--- src/rtl/sink_byte_serializer_pkg.sv ---
// Shared sink-side sizing: the network output word width and the number of bytes it occupies on the wire.
package sink_config;
    localparam int SNK_WIDTH     = 24;
    localparam int SNK_NUM_BYTES = (SNK_WIDTH + 7) / 8;
endpackage

--- src/rtl/sink_byte_serializer.sv ---
// Serializes one SNK_WIDTH word into LSB-first bytes; byte 0 is presented the cycle after the word is accepted.
// tx_ready low stalls without loss; snk_ready rises combinationally with the last-byte transfer so words stream with no bubble.
module sink_byte_serializer #(
    parameter int SNK_WIDTH = sink_config::SNK_WIDTH
) (
    input  logic                 clk,
    input  logic                 arstn,
    input  logic                 snk_valid,
    output logic                 snk_ready,
    input  logic [SNK_WIDTH-1:0] snk,
    input  logic                 tx_ready,
    output logic                 tx_valid,
    output logic [7:0]           tx_data
);
    localparam int BYTE_WIDTH = 8;
    localparam int NUM_BYTES  = (SNK_WIDTH + BYTE_WIDTH - 1) / BYTE_WIDTH;
    localparam int SHW        = NUM_BYTES * BYTE_WIDTH;
    localparam int CW         = $clog2(NUM_BYTES + 1);

    typedef enum logic {IDLE, SEND} ser_state_t;

    ser_state_t        state_q, state_d;
    logic [SHW-1:0]    shreg_q, shreg_d;
    logic [CW-1:0]     remain_q, remain_d;
    logic              last_byte;

    assign last_byte = (remain_q == CW'(1));
    assign tx_data   = shreg_q[BYTE_WIDTH-1:0];

    always_comb begin
        state_d   = state_q;
        shreg_d   = shreg_q;
        remain_d  = remain_q;
        snk_ready = 1'b0;
        tx_valid  = 1'b0;
        case (state_q)
            IDLE: begin
                snk_ready = 1'b1;
                if (snk_valid) begin
                    shreg_d  = SHW'(snk);
                    remain_d = CW'(NUM_BYTES);
                    state_d  = SEND;
                end
            end
            SEND: begin
                tx_valid  = 1'b1;
                snk_ready = last_byte && tx_ready;
                if (tx_ready) begin
                    if (!last_byte) begin
                        shreg_d  = shreg_q >> BYTE_WIDTH;
                        remain_d = remain_q - CW'(1);
                    end else if (snk_valid) begin
                        // Back-to-back reload keeps the byte stream gap-free.
                        shreg_d  = SHW'(snk);
                        remain_d = CW'(NUM_BYTES);
                    end else begin
                        state_d = IDLE;
                    end
                end
            end
            default: state_d = IDLE;
        endcase
    end

    always_ff @(posedge clk or negedge arstn) begin
        if (!arstn) begin
            state_q  <= IDLE;
            shreg_q  <= '0;
            remain_q <= '0;
        end else begin
            state_q  <= state_d;
            shreg_q  <= shreg_d;
            remain_q <= remain_d;
        end
    end
endmodule

--- config.mk ---
export PLATFORM = sky130hd
export DESIGN_NAME = sink_byte_serializer
export DESIGN_NICKNAME = d
export VERILOG_FILES = /design/src/rtl/sink_byte_serializer_pkg.sv /design/src/rtl/sink_byte_serializer.sv
export SDC_FILE = /design/constraint.sdc
export NUM_CORES = 1
export LEC_CHECK = 0
export BUFFER_PORTS_ARGS = -buffer_cell sky130_fd_sc_hd__buf_2
export CORE_UTILIZATION = 50
export DETAILED_ROUTE_END_ITERATION = 8
export GPL_ROUTABILITY_DRIVEN = 0
export PLACE_DENSITY = 0.78
export SETUP_SLACK_MARGIN = 0.2
export SYNTH_ARGS = -nofsm -noshare
export SYNTH_HDL_FRONTEND = slang
export SYNTH_SLANG_ARGS = --single-unit
--- constraint.sdc ---
create_clock -name clk -period 3.69 [get_ports clk]
set_clock_uncertainty 0.2 [all_clocks]
set_input_delay 0.1845 -clock clk [delete_from_list [all_inputs] [get_ports clk]]
set_output_delay 0.1845 -clock clk [all_outputs]
set_load 0.05 [all_outputs]
==> parameters.txt, run 1 <==
Parameter                              Value

Timing
  Final count of pins violating max slew ... 0
  Final setup violation count ... 0
  Slew @ Worst Pin ... slightly below 0.6 ns
  Peak Freq ... between 0.5 and 0.6 GHz
  Post-route setup TNS ... 0 ns
  Post-route fraction of the period consumed by the critical path ... ~50%
  Worst max-slew margin expressed relative to the limit ... about three fifths
  Hold violation count in the final report ... 0
  Min cycle time layout ... between 1.5 and 2 ns
  Setup repair after global routing missed its margin ... no
  Worst hold slack ... roughly 0.17 ns

Worst setup path
  Sort of element at the start of the critical path ... flop
  Crit path max-delay family ... simple AND/OR/NAND/NOR gates
  Largest stage delay on the critical path ... about 0.60 ns
  Required time of the critical path ... between 3 and 4 ns
  Buffers and inverters on the worst path ... 0
  Worst path cell trace ... ha_1 > and3b_1 > nand2b_1 > o221a_1
  Maximum fanout count along the critical path ... 18
  Type of element capturing the critical path ... flop
  Critical-path top delay cell ... and3b_1
  Arrival time of data at the critical path endpoint ... between 1.5 and 2 ns
  Setup CP Type ... reg2reg

Clock tree
  Clock tree from TritonCTS ... yes
  Setup Fix Bufs, Post-CTS ... 0
  Clock Tree Buf Depth ... 2
  CTS clk-pin slew, worst paths ... 0.14 ns
  Number of buffers created by CTS ... 3
  CTS H-Tree Depth ... 1
  Clock latency of the later-clocked register in the worst-skew pair ... ~0.32 ns
  CTS Sinks ... 27
  Root buffer cell ... clkbuf_4

Routing
  Per-cell via count in the routed design ... 5.39
  Top Metal Used ... met4
  Wire length on met3 ... about 90 um
  Count of unresolved DRC violations after routing ... 0
  Routed length on met1 ... roughly 1100 um
  Number of detailed-route iterations in the first pass ... 4
  Initial drt markers ... 13
  Final WL ... between 2000 and 3000 um
  Count of vias placed by the detailed router ... roughly 950
  Met2 wire len ... around 1300 um
  Wirelength per Cell ... ~14 um
  Antenna-violating nets left ... 0

Pwr
  Power density over cell area ... roughly 710 nW/um^2
  Cell leakage power ... between 0.0007 and 0.0008 uW
  Largest voltage drop on the vdd net ... about 0.00045 V

Synthesis
  Number of distinct library cells after synthesis ... 20
  Most frequent cell after synthesis ... dfrtp_1
  Leading cell types by count after synthesis ... dfrtp_1, nand2b_1, o221a_1
  Share of synthesized registers carrying an async set or reset ... between 90% and 100%
  Net count after synthesis ... roughly 120
  Flops & latches, synth ... 27
  EDFF count, synth ... 0
  Synthesized area ... approximately 1300 sq um
  Yosys warns ... 0
  Sequential share of the synthesized area ... between 50% and 60%
  Post-Syn Area per Cell ... roughly 14 sq um
  Leading area contributor after synthesis ... dfrtp_1
  Top FF cell, synth ... dfrtp_1
  Synth top area cells ... dfrtp_1, o221a_1, nand2b_1, a22o_1, o221a_2
  Share of Yosys cell area claimed by the top area cell type ... between 50% and 60%
  Syn Inst Count ... 94

GRT
  Via count of the first global-routing pass ... ~880
  First-pass GRT wire length ... roughly 4200 um
  Pin count of the biggest net entering global routing ... 28
  GRT Overall Usage ... between 20% and 30%
  Sum of overflow across all layers after global routing ... 0
  Number of antenna violations at the first check in global routing ... 0

Place
  Placed Instance Area ... 1370 sq um
  Count of buffers inserted at the top-level ports ... 37
  Placed Cells ... around 150
  Detailed placement HPWL ... 1670 um

Die
  Core Rows ... 17
  Horiz. Die Dim ... 52.4 um
  Area of the die ... around 2700 sq um
  Number of ports placed on the die boundary ... 38
  Initial cell density of the core ... 55.3%
  Core footprint ... roughly 2300 sq um
  Height of the die ... between 50 and 60 um

Finish
  Layout Nets ... around 180
  Antenna diodes ... 0
  Area Overhead vs Synth ... 30.7%
  Area of combinational cells with multiple inputs ... 470 sq um
  Fraction of final layout cells with drive strength greater than 1 ... about a third
  Register cell area after layout ... 676 sq um
  # fillers ... 158
  Post-route design area ... 1660 sq um
  Post-route non-filler standard cell count ... between 150 and 200

Run
  Max-cap violation count ... 0

Run status
  Outcome ... finished, final reports clean

Min path
  Worst min-delay path category ... in2async
[final timing paths]
check                       startpoint     endpoint  slack, ns  cells past startpoint
min in group clk              tx_ready  remain_q[0]       0.18                      3
min reg2reg                remain_q[0]  remain_q[0]       0.31                      1
max                        remain_q[0]   shreg_q[0]       1.84                      4
max in group asynchronous        arstn  shreg_q[15]       2.74                      2
min                              arstn   shreg_q[3]       0.17                      2
max reg2reg                remain_q[0]   shreg_q[0]       1.84                      4
[stage by stage]
stage                     power (uW)  setup slack (ns)  utilization (%)
after floorplan                 1000              1.87                -
after global placement          1020              1.93             59.8
after detailed placement        1040              1.84             59.8
after CTS                       1190              1.82             72.3
after global routing            1260              1.70             72.3
final                           1180              1.84             72.3
[flip-flops by register name (all words and copies together) (netlist names)]
signal	cells
shreg_q	24
remain_q	2
state_q	1
[power breakdown]
group          switching (uW)  internal, uW  total (uW)
clock                    84.3          42.3         127
sequential               67.2           416         484
combinational             335           236         572
total                     487           695        1180
[layout by cell type, fill, tap and decap left out, drive strengths merged]
cell          n
or2b          1
a21oi         1
a21bo         1
nand2         1
o221a        16
and2          1
a22o          8
and3b         1
inv           2
clkbuf        4
buf          37
o22ai         1
dlygate4sd3  26
nand2b       16
o22a          1
mux2i         1
dfrtp        27
nor2b         2
ha            1
[final cells by class]
| type | count | area share [%] |
|---|---|---|
| Timing Repair Buffer | 63 | 26.8 |
| Inverter | 2 | 0.452 |
| Clock buffer | 4 | 1.58 |
| Sequential cell | 27 | 40.7 |
| Tap cell | 28 | 2.11 |
| Multi-Input combinational cell | 52 | 28.3 |
[logic make-up (layout without fill, tap and decap cells)]
logic type | Yosys count | count (layout) | share of synthesized area (%)
compound gates | 28 | 28 | 23.7
fa+ha+maj | 1 | 1 | 0.985
buf+inv | 15 | 69 | 9.75
flops | 27 | 27 | 53.2
mux | 1 | 1 | 0.788
simple gates | 22 | 22 | 11.5
[routing by layer]
metal  vias up  track usage (%)
li1        454                -
met1       461             28.1
met4         0             6.58
met3         4             3.48
met5         -                0
met2        29             35.7
[what timing repair did]
item                                   in CTS  in global routing
resized for setup                           0                  0
hold buffers                               26                  0
endpoints found under the hold margin      52                  0
Note: power is estimated with default switching activity, not from simulation.
==> run 2: changes to the inputs <==
Settings changed: ABC_AREA from default to 1, PLACE_DENSITY 0.78 to 0.77.
Clock period 3.69 ns to 1.7 ns, I/O delays scaled along.
==> run 2 against run 1 <==
Against the previous run:
- register-to-register slack got worse by 1.7 ns
- sequential power rose by 110%
- area after synthesis rose by 6.4%
- non-clock buffer count rose by 13
- via count rose by 38%
- cell area rose by 16%
- critical path depth rose by 4
==> parameters.txt, run 2 <==
Parameter                              Value

Die
  Initial cell density of the core ... 53.6% (was 55.3%)
  Core footprint ... 2520 sq um (was 2300 sq um)
  Height of the die ... 54.0 um (was 52.4 um)
  Core Rows ... 18 (was 17)
  Number of ports placed on the die boundary ... 38 (unchanged)
  Area of the die ... 2910 sq um (was 2750 sq um)
  Horiz. Die Dim ... 54.0 um (was 52.4 um)

Synthesis
  Share of Yosys cell area claimed by the top area cell type ... 50.0% (was 53.2%)
  Post-Syn Area per Cell ... 7.90 sq um (was 13.5 sq um)
  Synthesized area ... 1350 sq um (was 1270 sq um)
  Leading cell types by count after synthesis ... nor2_1, nand2_1, dfrtp_1 (was dfrtp_1, nand2b_1, o221a_1)
  Share of synthesized registers carrying an async set or reset ... 100% (unchanged)
  Top FF cell, synth ... dfrtp_1 (unchanged)
  EDFF count, synth ... 0 (unchanged)
  Net count after synthesis ... 200 (was 123)
  Syn Inst Count ... 171 (was 94)
  Leading area contributor after synthesis ... dfrtp_1 (unchanged)
  Sequential share of the synthesized area ... 50.0% (was 53.2%)
  Number of distinct library cells after synthesis ... 17 (was 20)
  Flops & latches, synth ... 27 (unchanged)
  Most frequent cell after synthesis ... nor2_1 (was dfrtp_1)
  Yosys warns ... 0 (unchanged)
  Synth top area cells ... dfrtp_1, nor2_1, nand2_1, buf_4, o21ai_0 (was dfrtp_1, o221a_1, nand2b_1, a22o_1, o221a_2)

Worst setup path
  Buffers and inverters on the worst path ... 2 (was 0)
  Type of element capturing the critical path ... flop (unchanged)
  Internal reg-to-reg setup slack ... 0.18 ns (was 1.84 ns)
  Stages on the worst setup path ... 8 (was 4)
  Setup CP Type ... reg2reg (unchanged)
  Arrival time of data at the critical path endpoint ... 1.54 ns (was 1.87 ns)
  Required time of the critical path ... 1.72 ns (was 3.71 ns)
  Largest stage delay on the critical path ... 0.44 ns (was 0.60 ns)
  FF-to-FF path depth ... 8 (was 4)
  Sort of element at the start of the critical path ... flop (unchanged)
  Maximum fanout count along the critical path ... 6 (was 18)
  Critical-path top delay cell ... dfrtp_1 (was and3b_1)
  Worst path cell trace ... ha_4 > inv_2 > nand2_2 > nand2_2 > nand2_4 > buf_12 > nand2_1 > nand2_1 (was ha_1 > and3b_1 > nand2b_1 > o221a_1)
  Crit path max-delay family ... flip-flops (was simple AND/OR/NAND/NOR gates)

Timing
  Final setup violation count ... 0 (unchanged)
  Post-route fraction of the period consumed by the critical path ... 89.3% (was 50.1%)
  Final count of pins violating max slew ... 0 (unchanged)
  Post-route setup TNS ... 0 ns (unchanged)
  Slew @ Worst Pin ... 0.587 ns (was 0.586 ns)
  Setup repair after global routing missed its margin ... yes (was no)
  Peak Freq ... 0.658 GHz (was 0.541 GHz)
  Hold violation count in the final report ... 0 (unchanged)
  Worst max-slew margin expressed relative to the limit ... 60.9% (about the same)
  Min cycle time layout ... 1.52 ns (was 1.85 ns)

Finish
  Layout Nets ... 266 (was 178)
  Final core utilization ... 76.6% (was 72.3%)
  Largest registers in the final layout ... shreg_q x24, remain_q x2, state_q x1 (unchanged)
  Highest-count cells in the layout ignoring fill and taps ... nor2_1, nand2_1, buf_2 (was buf_2, dfrtp_1, dlygate4sd3_1)
  Largest register by flop count ... shreg_q (unchanged)
  Flip-flop count of the largest register, all copies and words added ... 24 (unchanged)
  # fillers ... 180 (was 158)
  Antenna diodes ... 0 (unchanged)
  Most frequent standard cell in the layout excluding fill and tap cells ... nor2_1 (was buf_2)
  Fraction of final layout cells with drive strength greater than 1 ... 28.4% (was 35.1%)
  Area Overhead vs Synth ... 43.1% (was 30.7%)

Run
  Max-cap violation count ... 0 (unchanged)

GRT
  Via count of the first global-routing pass ... 1284 (was 882)
  Sum of overflow across all layers after global routing ... 0 (unchanged)
  First-pass GRT wire length ... 5200 um (was 4160 um)
  Number of antenna violations at the first check in global routing ... 0 (unchanged)
  GRT Overall Usage ... 25.2% (was 21.3%)
  Pin count of the biggest net entering global routing ... 28 (unchanged)

Routing
  Final WL ... 3220 um (was 2530 um)
  Count of vias placed by the detailed router ... 1305 (was 948)
  Per-cell via count in the routed design ... 4.91 (was 5.39)
  Count of unresolved DRC violations after routing ... 0 (unchanged)
  Antenna-violating nets left ... 0 (unchanged)
  Initial drt markers ... 24 (was 13)
  Number of detailed-route iterations in the first pass ... 4 (unchanged)
  Wirelength per Cell ... 12.1 um (was 14.4 um)

Pwr
  Largest voltage drop on the vdd net ... 0.00101 V (was 0.000452 V)
  Power density over cell area ... 1430 nW/um^2 (was 712 nW/um^2)
  Cell leakage power ... 0.000979 uW (was 0.000768 uW)

Clock tree
  CTS clk-pin slew, worst paths ... 0.15 ns (was 0.14 ns)
  CTS H-Tree Depth ... 1 (unchanged)
  Clock tree from TritonCTS ... yes (unchanged)
  Clock Tree Buf Depth ... 2 (unchanged)
  Root buffer cell ... clkbuf_4 (unchanged)
  Number of buffers created by CTS ... 3 (unchanged)
  CTS Sinks ... 27 (unchanged)
  Clock latency of the later-clocked register in the worst-skew pair ... 0.31 ns (was 0.32 ns)

Place
  Count of buffers inserted at the top-level ports ... 37 (unchanged)
  Detailed placement HPWL ... 1830 um (was 1670 um)

Run status
  Outcome ... finished, final reports clean (unchanged)

Min path
  Worst min-delay path category ... in2reg (was in2async)
  Cell depth of the worst min-delay path ... 4
run 2: per-stage QoR:
stage / hold WS [ns] / power (uW) / cells / setup slack, ns / area (sq um)
floorplan: -0.411 / 2070 / 171 / 0.229 / 1360
global placement: -0.0809 / 2140 / 226 / 0.129 / 1480
detailed placement: -0.0776 / 2190 / 226 / 0.0796 / 1480
CTS: 0.0425 / 2700 / 265 / 0.140 / 1910
global route: 0.0788 / 2970 / 266 / 0.114 / 1930
finish: 0.0684 / 2760 / 266 / 0.181 / 1930
run 2: path summary, 6_finish.rpt:
check	startpoint	end
hold reg to reg	shreg_q[20]	shreg_q[20]
setup / recovery	remain_q[0]	shreg_q[16]
setup reg to reg	remain_q[0]	shreg_q[16]
max in group asynchronous	arstn	state_q
min in group asynchronous	arstn	shreg_q[2]
hold / removal	tx_ready	remain_q[0]
run 2: area by class of cell:
class                      instances  area (sq um)  share of cell area, %
clock buffer                       3          22.5                   1.17
timing repair buffer              76           593                   30.7
sequential                        27           677                   35.0
multi-input combinational        121           563                   29.1
clock inverter                     1          7.51                  0.388
tap                               30          37.5                   1.94
inverter                           8          32.5                   1.68
run 2: power by group:
group          switching, uW  internal, uW  total, uW
Sequential               144           897       1040
Clock                    188          89.6        278
Combinational            909           533       1440
Total                   1240          1520       2760
run 2: timing repair:
| item | CTS | global route |
|---|---|---|
| buffers inserted | 8 | 1 |
| hold buffers | 27 | 0 |
| pin swaps | 3 | 1 |
| resized for setup | 10 | 8 |
| endpoints found under the hold margin | 52 | 0 |
| endpoints found under the setup margin | 25 | 27 |
run 2: kinds of logic (layout without fill, tap and decap cells):
kind of cell / count (synthesis) / after routing / synth area share (%)
buf+inv: 23 / 88 / 11.3
simple gates: 104 / 104 / 30.7
flops: 27 / 27 / 50.0
fa+ha+maj: 1 / 1 / 0.926
compound gates: 16 / 16 / 7.04
run 2: tightest hold or removal path: cells and delay by family:
kind | cells | cell delay (ns)
and+or+nand+nor | 2 | 0.27
buffers and inverters | 1 | 0.14
AOI/OAI and AO/OA | 1 | 0.06
run 2: layer usage:
layer	GRT usage, %	wire length [um]	vias to the layer above
li1	-	-	649
met1	29.8	1310	618
met2	47.7	1770	34
met3	3.11	120	4
met4	5.98	25	0
met5	0	0	-
